<file path="src/rtl/mdr_mem_unit_if.sv">
// ---------------------------------------------------------------------------
// mdr_mem_unit_if
//   Bundles the datapath-bus side and the memory side of the MAR/MDR memory
//   unit into one interface.
//
//   Datapath side : BusMuxOut, MARin, MDRin, rd_start, wr_start (to unit)
//                   BusMuxInMDR, busy, done, err            (from unit)
//   Memory side   : mem_rdata, mem_ready                     (to unit)
//                   mem_addr, mem_wdata, mem_rd, mem_wr      (from unit)
//
//   Modports:
//     slave  - the memory unit itself
//     master - whatever drives the unit (controller / testbench)
// ---------------------------------------------------------------------------
interface mdr_mem_unit_if #(
    parameter int ADDR_W = 9,
    parameter int DATA_W = 32
);
    // Datapath bus side
    logic [DATA_W-1:0] BusMuxOut;
    logic              MARin;
    logic              MDRin;
    logic              rd_start;
    logic              wr_start;
    logic [DATA_W-1:0] BusMuxInMDR;
    logic              busy;
    logic              done;
    logic              err;

    // Memory side
    logic [ADDR_W-1:0] mem_addr;
    logic [DATA_W-1:0] mem_wdata;
    logic              mem_rd;
    logic              mem_wr;
    logic [DATA_W-1:0] mem_rdata;
    logic              mem_ready;

    modport slave (
        input  BusMuxOut, MARin, MDRin, rd_start, wr_start,
        input  mem_rdata, mem_ready,
        output BusMuxInMDR, busy, done, err,
        output mem_addr, mem_wdata, mem_rd, mem_wr
    );

    modport master (
        output BusMuxOut, MARin, MDRin, rd_start, wr_start,
        output mem_rdata, mem_ready,
        input  BusMuxInMDR, busy, done, err,
        input  mem_addr, mem_wdata, mem_rd, mem_wr
    );
endinterface

</file>
<file path="src/rtl/mdr_mem_unit.sv">
// ---------------------------------------------------------------------------
// mdr_mem_unit
//   Memory Address Register (MAR) and Memory Data Register (MDR) together
//   with a small read/write sequencer talking to a ready-strobed memory.
//
//   Ports:
//     clk  - single clock, all state changes on the rising edge
//     clr  - synchronous active-high reset (aborts any access, no done)
//     bus  - mdr_mem_unit_if.slave:
//              BusMuxOut/MARin/MDRin load MAR/MDR while idle,
//              rd_start/wr_start launch an access,
//              mem_addr/mem_wdata/mem_rd/mem_wr/mem_rdata/mem_ready talk
//              to memory, BusMuxInMDR presents MDR to the bus mux,
//              busy/done/err report access status.
//
//   Build option:
//     MDR_TIMEOUT_EN - when defined, an access that sees no mem_ready for
//                      TIMEOUT wait cycles is abandoned with done=1, err=1.
//                      When undefined, accesses wait forever and err=0.
// ---------------------------------------------------------------------------
module mdr_mem_unit #(
    parameter int ADDR_W  = 9,
    parameter int DATA_W  = 32,
    parameter int TIMEOUT = 16
) (
    input  logic           clk,
    input  logic           clr,
    mdr_mem_unit_if.slave  bus
);

    // Catch nonsensical configurations at elaboration time.
    if (TIMEOUT < 1 || ADDR_W > DATA_W || ADDR_W < 1) begin : g_param_check
        $error("mdr_mem_unit: need TIMEOUT >= 1 and 1 <= ADDR_W <= DATA_W");
    end

    typedef enum logic [1:0] {
        IDLE    = 2'd0,
        RD_WAIT = 2'd1,
        WR_WAIT = 2'd2
    } state_t;

    state_t            state_q, state_d;
    // Only the address bits that reach memory are kept; upper MAR bits
    // are never observable.
    logic [ADDR_W-1:0] mar_q, mar_d;
    logic [DATA_W-1:0] mdr_q, mdr_d;
    logic              done_q, done_d;

`ifdef MDR_TIMEOUT_EN
    localparam int              CNT_W    = $clog2(TIMEOUT + 1);
    localparam logic [CNT_W-1:0] CNT_LAST = CNT_W'(TIMEOUT - 1);

    logic [CNT_W-1:0] wcnt_q, wcnt_d;
    logic             err_q, err_d;
`endif

    // Next-state / register-update logic
    always_comb begin
        state_d = state_q;
        mar_d   = mar_q;
        mdr_d   = mdr_q;
        done_d  = 1'b0;
`ifdef MDR_TIMEOUT_EN
        wcnt_d  = wcnt_q;
        err_d   = err_q;
`endif
        unique case (state_q)
            IDLE: begin
                // Bus loads are only honoured here, which keeps MAR/MDR
                // stable for the whole duration of an access.
                if (bus.MARin) mar_d = bus.BusMuxOut[ADDR_W-1:0];
                if (bus.MDRin) mdr_d = bus.BusMuxOut;
                // Read has priority when both starts coincide.
                if (bus.rd_start || bus.wr_start) begin
                    state_d = bus.rd_start ? RD_WAIT : WR_WAIT;
`ifdef MDR_TIMEOUT_EN
                    wcnt_d  = '0;
                    err_d   = 1'b0;
`endif
                end
            end
            RD_WAIT, WR_WAIT: begin
                if (bus.mem_ready) begin
                    if (state_q == RD_WAIT) mdr_d = bus.mem_rdata;
                    state_d = IDLE;
                    done_d  = 1'b1;
                end
`ifdef MDR_TIMEOUT_EN
                else if (wcnt_q == CNT_LAST) begin
                    // This is the TIMEOUT-th cycle without mem_ready.
                    state_d = IDLE;
                    done_d  = 1'b1;
                    err_d   = 1'b1;
                end else begin
                    wcnt_d = wcnt_q + 1'b1;
                end
`endif
            end
            default: state_d = IDLE;
        endcase
    end

    always_ff @(posedge clk) begin
        if (clr) begin
            state_q <= IDLE;
            mar_q   <= '0;
            mdr_q   <= '0;
            done_q  <= 1'b0;
`ifdef MDR_TIMEOUT_EN
            wcnt_q  <= '0;
            err_q   <= 1'b0;
`endif
        end else begin
            state_q <= state_d;
            mar_q   <= mar_d;
            mdr_q   <= mdr_d;
            done_q  <= done_d;
`ifdef MDR_TIMEOUT_EN
            wcnt_q  <= wcnt_d;
            err_q   <= err_d;
`endif
        end
    end

    assign bus.mem_addr    = mar_q;
    assign bus.mem_wdata   = mdr_q;
    assign bus.BusMuxInMDR = mdr_q;
    assign bus.mem_rd      = (state_q == RD_WAIT);
    assign bus.mem_wr      = (state_q == WR_WAIT);
    assign bus.busy        = (state_q != IDLE);
    assign bus.done        = done_q;
`ifdef MDR_TIMEOUT_EN
    assign bus.err         = err_q;
`else
    assign bus.err         = 1'b0;
`endif

endmodule
</file>
<file path="src/flat_wrapper.sv">
// flat-port wrapper written by rule: the top's interface ports become plain ports
module mdr_mem_unit_flat 
#(
    parameter int ADDR_W  = 9,
    parameter int DATA_W  = 32,
    parameter int TIMEOUT = 16
)
  (clk, clr, bus_BusMuxOut, bus_MARin, bus_MDRin, bus_rd_start, bus_wr_start, bus_mem_rdata, bus_mem_ready, bus_BusMuxInMDR, bus_busy, bus_done, bus_err, bus_mem_addr, bus_mem_wdata, bus_mem_rd, bus_mem_wr);
  mdr_mem_unit_if #(.ADDR_W(ADDR_W), .DATA_W(DATA_W)) bus_i ();
  input  logic clk;
  input  logic clr;
  input wire logic [$bits(bus_i.BusMuxOut)-1:0] bus_BusMuxOut;
  input wire logic [$bits(bus_i.MARin)-1:0] bus_MARin;
  input wire logic [$bits(bus_i.MDRin)-1:0] bus_MDRin;
  input wire logic [$bits(bus_i.rd_start)-1:0] bus_rd_start;
  input wire logic [$bits(bus_i.wr_start)-1:0] bus_wr_start;
  input wire logic [$bits(bus_i.mem_rdata)-1:0] bus_mem_rdata;
  input wire logic [$bits(bus_i.mem_ready)-1:0] bus_mem_ready;
  output wire logic [$bits(bus_i.BusMuxInMDR)-1:0] bus_BusMuxInMDR;
  output wire logic [$bits(bus_i.busy)-1:0] bus_busy;
  output wire logic [$bits(bus_i.done)-1:0] bus_done;
  output wire logic [$bits(bus_i.err)-1:0] bus_err;
  output wire logic [$bits(bus_i.mem_addr)-1:0] bus_mem_addr;
  output wire logic [$bits(bus_i.mem_wdata)-1:0] bus_mem_wdata;
  output wire logic [$bits(bus_i.mem_rd)-1:0] bus_mem_rd;
  output wire logic [$bits(bus_i.mem_wr)-1:0] bus_mem_wr;
  assign bus_i.BusMuxOut = bus_BusMuxOut;
  assign bus_i.MARin = bus_MARin;
  assign bus_i.MDRin = bus_MDRin;
  assign bus_i.rd_start = bus_rd_start;
  assign bus_i.wr_start = bus_wr_start;
  assign bus_i.mem_rdata = bus_mem_rdata;
  assign bus_i.mem_ready = bus_mem_ready;
  assign bus_BusMuxInMDR = bus_i.BusMuxInMDR;
  assign bus_busy = bus_i.busy;
  assign bus_done = bus_i.done;
  assign bus_err = bus_i.err;
  assign bus_mem_addr = bus_i.mem_addr;
  assign bus_mem_wdata = bus_i.mem_wdata;
  assign bus_mem_rd = bus_i.mem_rd;
  assign bus_mem_wr = bus_i.mem_wr;
  mdr_mem_unit #(.ADDR_W(ADDR_W), .DATA_W(DATA_W), .TIMEOUT(TIMEOUT)) u_core (.clk(clk), .clr(clr), .bus(bus_i));
endmodule
</file>
<file path="config.mk">
export PLATFORM = sky130hd
export DESIGN_NAME = mdr_mem_unit_flat
export DESIGN_NICKNAME = d
export VERILOG_FILES = /design/src/rtl/mdr_mem_unit_if.sv /design/src/rtl/mdr_mem_unit.sv /design/src/flat_wrapper.sv
export SDC_FILE = /design/constraint.sdc
export NUM_CORES = 1
export LEC_CHECK = 0
export CORE_UTILIZATION = 34
export CTS_BUF_LIST = sky130_fd_sc_hd__clkbuf_8 sky130_fd_sc_hd__clkbuf_16
export DETAILED_ROUTE_END_ITERATION = 10
export GPL_ROUTABILITY_DRIVEN = 0
export GPL_TIMING_DRIVEN = 0
export PLACE_DENSITY = 0.82
export SYNTH_ARGS = -nofsm -noshare
export SYNTH_HDL_FRONTEND = slang
export SYNTH_SLANG_ARGS = --single-unit
export TNS_END_PERCENT = 10
</file>
<file path="constraint.sdc">
create_clock -name clk -period 1.6 [get_ports clk]
set_input_delay 0.32 -clock clk [delete_from_list [all_inputs] [get_ports clk]]
set_output_delay 0.32 -clock clk [all_outputs]
set_load 0.03 [all_outputs]
</file>
======== Yosys cells after proc, flatten, opt, wreduce, memory -nomap -nowiden ========
Cells that the tools add are included.
word-level totals
  register bits after elaboration ......... 44
  bits of input ports ..................... 71
  output and inout bits ................... 78
  logic and storage cells ................. 29
cells by class
  equality and inequality tests ........... 6
  muxes and demuxes ....................... 9
  bitwise operators ....................... 1
  reduce and logical (&&, ||, !) cells .... 9
operator list
  cell                                                                     count
  32-bit two-way mux                                                       3
  32-bit case mux with 2 select lines                                      1
  2-bit two-way mux                                                        3
  2-bit inequality test, second input constant                             3
  2-bit case mux with 2 select lines                                       1
  2-bit AND reduction                                                      2
  4-bit AND reduction                                                      1
  2-bit nonzero test                                                       2
  2-bit OR reduction                                                       2
  2-bit by 1-bit equality test with 1-bit output, second input constant    1
  2-bit equality test, second input constant                               1
  2-bit zero test                                                          1
  2-bit by 1-bit inequality test with 1-bit output, second input constant  1
  1-bit logical OR                                                         1
  1-bit two-way mux                                                        1
  1-bit NOT                                                                1

======== Longest topological paths before layout ========
Gate-level depths: netlist of the first run.
  word-level depth ........................ 4
  mapped depth ............................ 8
  mapped depth without buffers ............ 5

======== Least setup slack after synthesis of the first run ========
Ideal clock, no wire load.
  path type ............................... flip-flop to flip-flop
  start point ............................. register u_core.state_q[0]
  end point ............................... register u_core.mdr_q[0], in the netlist u_core.bus.BusMuxInMDR[0]
  library setup time ...................... 70 ps
  arrival ................................. 1819 ps
  data required time ...................... 1530 ps
  path slack .............................. -290 ps
  cell stages (with the launch flop) ...... 9
  path buffers ............................ 3
  period minus slack after synthesis ...... 1890 ps
  cell sequence ........................... dfxtp_1 inv_1 ha_1 nor2b_1 buf_2 clkbuf_1 clkbuf_1 o31ai_1 a21oi_1
on the way
  cells in the longest elaborated chain, start to end .. 4
  elaborated cells between the ends (all ways) .. 10
  those cells by class .................... eq/ne: 5; mux: 1; reduce/logical: 4
ends and longest elaborated chain
  element                                                                              RTL line             source
  from (decl)                                                                          mdr_mem_unit.sv:42   state_t state_q, state_d;
  from (signal assigned)                                                               mdr_mem_unit.sv:114  state_q <= state_d;
  2-bit equality test (*)                                                              --
  net bus_mem_wr                                                                       flat_wrapper.sv:26   output wire logic [$bits(bus_i.mem_wr)-1:0] bus_mem_wr;
  2-bit OR reduction (*)                                                               mdr_mem_unit.sv:67   unique case (state_q)
  2-bit inequality test (no source line) / 2-bit nonzero test (equally long branches)  --
  4-bit AND reduction (no source line)                                                 --
  to (signal assigned)                                                                 mdr_mem_unit.sv:116  mdr_q <= mdr_d;
  to (decl)                                                                            mdr_mem_unit.sv:46   logic [DATA_W-1:0] mdr_q, mdr_d;
The timed path passes the listed nets; every way through them passes the cells marked *.
A chain may end at the register's enable or synchronous reset.

======== Worst setup path after layout of the first run ========
  start point ............................. register u_core.state_q[1]
  end point ............................... register u_core.mdr_q[31], in the netlist u_core.bus.BusMuxInMDR[31]
on the way
  cells in the longest elaborated chain, start to end .. 4
  elaborated cells between the ends (all ways) .. 10
  those cells by class .................... eq/ne: 5; mux: 1; reduce/logical: 4
ends and longest elaborated chain
  element                                                                                       RTL line
  2-bit by 1-bit equality test with 1-bit output / 2-bit equality test (equally long branches)  mdr_mem_unit.sv:67, mdr_mem_unit.sv:84
  2-bit OR reduction                                                                            mdr_mem_unit.sv:67
  2-bit inequality test (no source line) / 2-bit nonzero test (equally long branches)           --
  4-bit AND reduction (no source line)                                                          --
Several ways; a longest one is shown, not always the timed one.

==> impl_metrics.yaml, run 1 <==
sta:
  min_period_over_period_pct: 110
  whs_ps: 321
  relSlewSlack_pct: 57.4
  finalSetupViolCount: 32
  setup_tns_ps: -3750
  finalHoldViolCount: 0
  period_needed_ps: 1770
  slew_violations: 0
  skew_ps: 9.30
  rsz0062_at_grt: "true"
  max_freq_mhz: 566
  worst_slew_pin_slew_ps: 640
  worst_slack_ps: -167
flow_run:
  drv_cap: 0
synth:
  ys.flop_type: "dfxtp_1"
  yosysSeqAreaShare_pct: 35.4
  synth_edf_count: 0
  ys_seq_elements: 44
  syn_inst: 284
  avgSynthCellArea_sq_um: 8.77
  syn_nets: 358
  ys_types: 22
  ys_top_cells_by_area: "dfxtp_1, mux2i_1, buf_4, o31ai_1, or4_1"
  synth_top_cell_by_area: "dfxtp_1"
  syn_area_sq_mm: 0.00249
  yosysWarnings: 0
  async_reset_ff_share_pct: 0
  synth_top_area_share_pct: 35.4
floorplanning:
  die_area_sq_mm: 0.00767
  start_util_pct: 35.9
  fp.dieW_um: 87.6
  fp.dieH_um: 87.6
  pin_count: 149
  rows: 30
  core_area_sq_mm: 0.00694
route:
  totalWireLength_mm: 8.86
  avgViaCountPerCell: 5.12
  wire_per_inst_um: 16.4
  dr.pass1.iters: 4
  num_vias: 2764
  drtAntennaViolNets: 0
  route.detailed.drc: 0
  drt_iter0_drc: 68
critical_path:
  arrival_ps: 1930
  r2r-end: "u_core.bus.BusMuxInMDR[31]"
  crit_chain: "buf_4, ha_4, nor2b_4, clkbuf_4, clkbuf_4, o31ai_1, a21oi_2"
  cpMaxStageDelayCell: "dfxtp_4"
  cp.required_ps: 1760
  reg2reg_from: "u_core.state_q[1]"
  slowest_delay_ps: 370
  cp_max_fo: 10
  r2r_cells: 7
  cp-start-kind: "flop"
  endpoint_kind: "flop"
  path_class: "flop to flop"
  crit_top_cell: "clkbuf_4"
  ff2ff_setup_slack_ps: -170
min_path:
  min_path_type: "input port to flop"
  worstHoldPathCells: 2
  min_to: "u_core.bus.BusMuxInMDR[7]"
  hp-start: "clr"
clock_network:
  cts_buffers: 5
  cts_tree: "built"
  cts.path.max_buffers: 2
  clock_latency_ps: 300
  path_clk_slew_ps: 90
  cts.sinks: 44
  htreeDepth: 2
  cts-root-buf: "clkbuf_8"
place:
  dp_slack_ps: -438
  port_buffers: 145
  dpl.hpwl_mm: 6.39
  dpl-instance-area_sq_mm: 0.00414
  placedCellCount: 525
global_routing:
  grt_pass1_vias: 2632
  gr-usage-all-layers_pct: 21.4
  antenna_found_initial: 0
  overflow: 0
  grt_pass1_wl_mm: 12.7
  grt_max_degree: 14
status:
  outcome: "finished with violations"
  violations: "setup timing"
finish:
  drive_gt1_share_pct: 36.5
  finish.utilization_pct: 65.8
  instances_no_fill: 540
  nFillCells: 596
  n_antenna_cell: 0
  fin_area_sq_mm: 0.00457
  area_delta_synth_final_pct: 83.4
  nNetsFinal: 517
power_and_ir_drop:
  p_total_mw: 4.58
  p_leak_nw: 1.99
  max-vdd-ir-drop_mv: 0.430
  pwr_density_cell_mw_per_mm2: 1000
-- worst max path at each step --
stage / depth (start not counted) / end / startpoint / slack [ps]
global route: 7 / u_core.bus.BusMuxInMDR[31] / u_core.state_q[1] / -190
finish: 7 / u_core.bus.BusMuxInMDR[31] / u_core.state_q[1] / -170
global placement: 7 / u_core.bus.BusMuxInMDR[16] / bus_mem_ready / -380
floorplan: 7 / u_core.bus.BusMuxInMDR[2] / u_core.state_q[1] / -90
detailed placement: 7 / u_core.bus.BusMuxInMDR[28] / bus_mem_ready / -440
CTS: 7 / u_core.bus.BusMuxInMDR[28] / u_core.state_q[1] / -210
-- worst max-delay path, delay by kind of cell (launching register included) --
| kind | cells | cell delay (ps) |
|---|---|---|
| DFF | 1 | 370 |
| AOI/OAI and AO/OA | 2 | 400 |
| buffers and inverters | 3 | 550 |
| adders and majority gates | 1 | 160 |
| and+or+nand+nor | 1 | 150 |
-- report_power, final --
| group | leakage (nW) | internal [mW] | switching [mW] | total [mW] |
|---|---|---|---|---|
| sequential | 0.362 | 1.23 | 0.122 | 1.35 |
| clock | 0.0645 | 0.551 | 0.379 | 0.931 |
| combinational | 1.56 | 1.07 | 1.23 | 2.30 |
-- cell usage after synthesis (all sizes together) (2+ instances only) --
master / instances
or4: 31
nor2b: 2
nand2: 10
nand3: 10
nand2b: 2
dfxtp: 44
mux2i: 33
a21o: 2
o31ai: 31
buf: 43
inv: 4
clkbuf: 21
ha: 3
a21oi: 41
and3: 2
-- state kept, by name (all words and copies together) (netlist names) --
name,cells
u_core.bus.BusMuxInMDR,32
u_core.bus.mem_addr,9
u_core.state_q,2
u_core.bus.done,1
-- final cells by class --
cell class / instances / area [sq um] / share of cell area (%)
buffer: 61 / 489 / 10.7
clock inverter: 1 / 30.0 / 0.657
sequential: 44 / 886 / 19.4
timing repair buffer: 153 / 1380 / 30.2
inverter: 4 / 20.0 / 0.438
tap: 96 / 120 / 2.63
multi-input combinational: 174 / 1550 / 33.8
clock buffer: 7 / 96.3 / 2.11
-- kinds of logic after synthesis --
| family | count (synthesis) | synth area share (%) |
|---|---|---|
| fa+ha+maj | 3 | 1.51 |
| simple gates | 58 | 14.6 |
| mux | 33 | 13.4 |
| flops | 44 | 35.4 |
| compound gates | 77 | 19.0 |
| other cells | 1 | 0.151 |
| buf+inv | 68 | 15.9 |
-- timing repair --
item                       CTS  global route
setup buffers                5             2
setup endpoints to repair  109            33
hold buffers                 0             0
gates cloned                 1             2
resized for setup          125            67
pin swaps                   14             5
-- per-layer routing --
metal	routed length [um]	track usage (%)	vias to the layer above	part of all wire, %
li1	-	-	1336	-
met1	3590	25.0	1313	41
met2	4670	39.6	103	53
met3	485	4.52	12	5.5
met4	112	5.96	0	1.3
met5	0	0	-	0
-- cell usage in the layout, fill, tap and decap left out, types with 3 or more instances in the layout --
cell,netlist,routed
or4_4,0,14
a21oi_1,41,28
buf_2,8,3
clkbuf_1,21,7
ha_4,0,3
a21oi_2,0,13
nand3_1,10,10
buf_4,35,75
o31ai_2,0,11
or4_1,31,17
o31ai_1,31,13
o31ai_4,0,7
buf_6,0,10
clkbuf_4,0,3
clkdlybuf4s50_1,0,68
dfxtp_1,44,42
dlygate4sd2_1,0,42
mux2i_1,32,32
nand2_1,10,10
clkbuf_8,0,10
Note: power is estimated with default switching activity, not from simulation.
==> run 2: changes to the inputs <==
--- a/config.mk
+++ b/config.mk
@@ -8,7 +8,6 @@
 export CORE_UTILIZATION = 34
 export CTS_BUF_LIST = sky130_fd_sc_hd__clkbuf_8 sky130_fd_sc_hd__clkbuf_16
 export DETAILED_ROUTE_END_ITERATION = 10
-export GPL_ROUTABILITY_DRIVEN = 0
 export GPL_TIMING_DRIVEN = 0
 export PLACE_DENSITY = 0.82
 export SYNTH_ARGS = -nofsm -noshare
==> results of run 2 <==
Same layout as run 1: the final DEF is identical, and so are final timing and power.
==> run 3: changes to the inputs <==
--- a/config.mk
+++ b/config.mk
@@ -8,7 +8,9 @@
 export CORE_UTILIZATION = 34
 export CTS_BUF_LIST = sky130_fd_sc_hd__clkbuf_8 sky130_fd_sc_hd__clkbuf_16
 export DETAILED_ROUTE_END_ITERATION = 10
+export GPL_ROUTABILITY_DRIVEN = 0
 export GPL_TIMING_DRIVEN = 0
+export MAX_ROUTING_LAYER = met4
 export PLACE_DENSITY = 0.82
 export SYNTH_ARGS = -nofsm -noshare
 export SYNTH_HDL_FRONTEND = slang
==> run 3 against run 2 <==
The flow still finishes with violations (setup timing). Die area did not move. Flip-flop and latch count did not move. First-iteration DRC count fell by 1.5%. Combinational power barely moved. Global-route usage rose by 0.68 points. Largest cell class unchanged. Largest power group unchanged.
==> impl_metrics.yaml, run 3 (synthesis gave the netlist of run 1 again) <==
status:
  outcome: "finished with violations"
  violations: "setup timing"
min_path:
  min_path_type: "input port to flop"
place:
  dpl-instance-area_sq_mm: 0.00414
  dpl.hpwl_mm: 6.39
  port_buffers: 145
  placedCellCount: 525
power_and_ir_drop:
  combPwrFrac_pct: 50.1
  pwr-share-seq_pct: 29.5
  pwr_density_cell_mw_per_mm2: 1000
  intPower_mw: 2.85
  p_sw_share_pct: 37.8
  p_leak_nw: 1.99
  p_total_mw: 4.58
  max-vdd-ir-drop_mv: 0.430
  p_switching_mw: 1.73
  p_clk_share_pct: 20.3
route:
  avgViaCountPerCell: 5.10
  drt_iter0_drc: 67
  route.detailed.drc: 0
  dr.pass1.iters: 4
  wire_per_inst_um: 16.4
  drtAntennaViolNets: 0
  num_vias: 2752
  totalWireLength_mm: 8.83
global_routing:
  overflow: 0
  grt_pass1_vias: 2638
  gr-usage-all-layers_pct: 22.1
  grt_max_degree: 14
  grt_pass1_wl_mm: 12.7
  antenna_found_initial: 0
clock_network:
  htreeDepth: 2
  clock_latency_ps: 300
  cts.sinks: 44
  cts-root-buf: "clkbuf_8"
  cts.path.max_buffers: 2
  path_clk_slew_ps: 90
  cts_buffers: 5
  cts_tree: "built"
  ctsHoldBuffers: 0
sta:
  skew_ps: 9.67
  finalHoldViolCount: 0
  worst_slack_ps: -163
  rsz0062_at_grt: "true"
  max_freq_mhz: 567
  finalSetupViolCount: 32
  min_period_over_period_pct: 110
  slew_violations: 0
  relSlewSlack_pct: 57.1
  period_needed_ps: 1760
  worst_slew_pin_slew_ps: 643
finish:
  largest_reg_flops: 32
  layout_commonest_cell: "buf_4"
  drive_gt1_share_pct: 36.5
  n_antenna_cell: 0
  mostFrequentLayoutCells: "buf_4, clkdlybuf4s50_1, dlygate4sd2_1, dfxtp_1, mux2i_1"
  finish.utilization_pct: 65.8
  nNetsFinal: 517
  fin_area_sq_mm: 0.00457
  nFillCells: 596
  instances_no_fill: 540
  area_delta_synth_final_pct: 83.4
floorplanning:
  rows: 30
  start_util_pct: 35.9
  fp.dieH_um: 87.6
  fp.dieW_um: 87.6
  core_area_sq_mm: 0.00694
  die_area_sq_mm: 0.00767
  pin_count: 149
critical_path:
  cp.required_ps: 1760
  cpMaxStageDelayCell: "dfxtp_4"
  crit_top_cell: "clkbuf_4"
  path_class: "flop to flop"
  crit_chain: "buf_4, ha_4, nor2b_4, clkbuf_4, clkbuf_4, o31ai_1, a21oi_2"
  cp_max_fo: 10
  cp-start-kind: "flop"
  cp_num_buf_inv: 3
  endpoint_kind: "flop"
  arrival_ps: 1920
  slowest_delay_ps: 370
  crit_family: "buffers and inverters"
flow_run:
  drv_cap: 0
-- run 3: cell type report --
| type | instances | area [sq um] | area share (%) |
|---|---|---|---|
| Clock buffer | 7 | 96.3 | 2.11 |
| Multi-Input combinational cell | 174 | 1550 | 33.8 |
| Timing Repair Buffer | 153 | 1380 | 30.2 |
| Tap cell | 96 | 120 | 2.63 |
| Inverter | 4 | 20.0 | 0.438 |
| Sequential cell | 44 | 886 | 19.4 |
| Buffer | 61 | 489 | 10.7 |
| Clock inverter | 1 | 30.0 | 0.657 |
-- run 3: through the flow --
step	setup TNS [ps]	setup slack, ps	hold WS [ps]
after floorplan	-2340	-86.6	468
after global placement	-11440	-380	442
after detailed placement	-12800	-438	450
after CTS	-4730	-207	314
after global routing	-5660	-194	352
final	-3620	-163	323
-- run 3: metal layers --
metal,track usage [%],routed length [um],share of wire (%)
met1,25.1,3590,41
met2,39.6,4640,53
met3,4.34,476,5.4
met4,5.96,123,1.4
met5,-,0,0
-- run 3: final timing paths --
path	slack, ps	cells after the start	start	to
setup reg to reg	-160	7	u_core.state_q[1]	u_core.bus.BusMuxInMDR[31]
setup / recovery	-160	7	u_core.state_q[1]	u_core.bus.BusMuxInMDR[31]
hold / removal	320	2	clr	u_core.bus.BusMuxInMDR[7]
hold reg to reg	460	2	u_core.bus.mem_addr[3]	u_core.bus.mem_addr[3]
-- run 3: power groups by stage --
stage / Combinational, mW / Sequential, mW / Clock (mW)
after floorplan: 1.06 / 1.60 / 0
after CTS: 2.14 / 1.34 / 0.943
after global routing: 2.42 / 1.37 / 1.00
after global placement: 2.07 / 1.36 / 0
final: 2.29 / 1.35 / 0.931
after detailed placement: 2.11 / 1.37 / 0
-- run 3: timing repair --
item | in CTS | in global routing
gates cloned | 1 | 2
endpoints found under the setup margin | 109 | 33
pin swaps | 14 | 5
gates resized for setup | 125 | 67
buffers inserted | 5 | 2
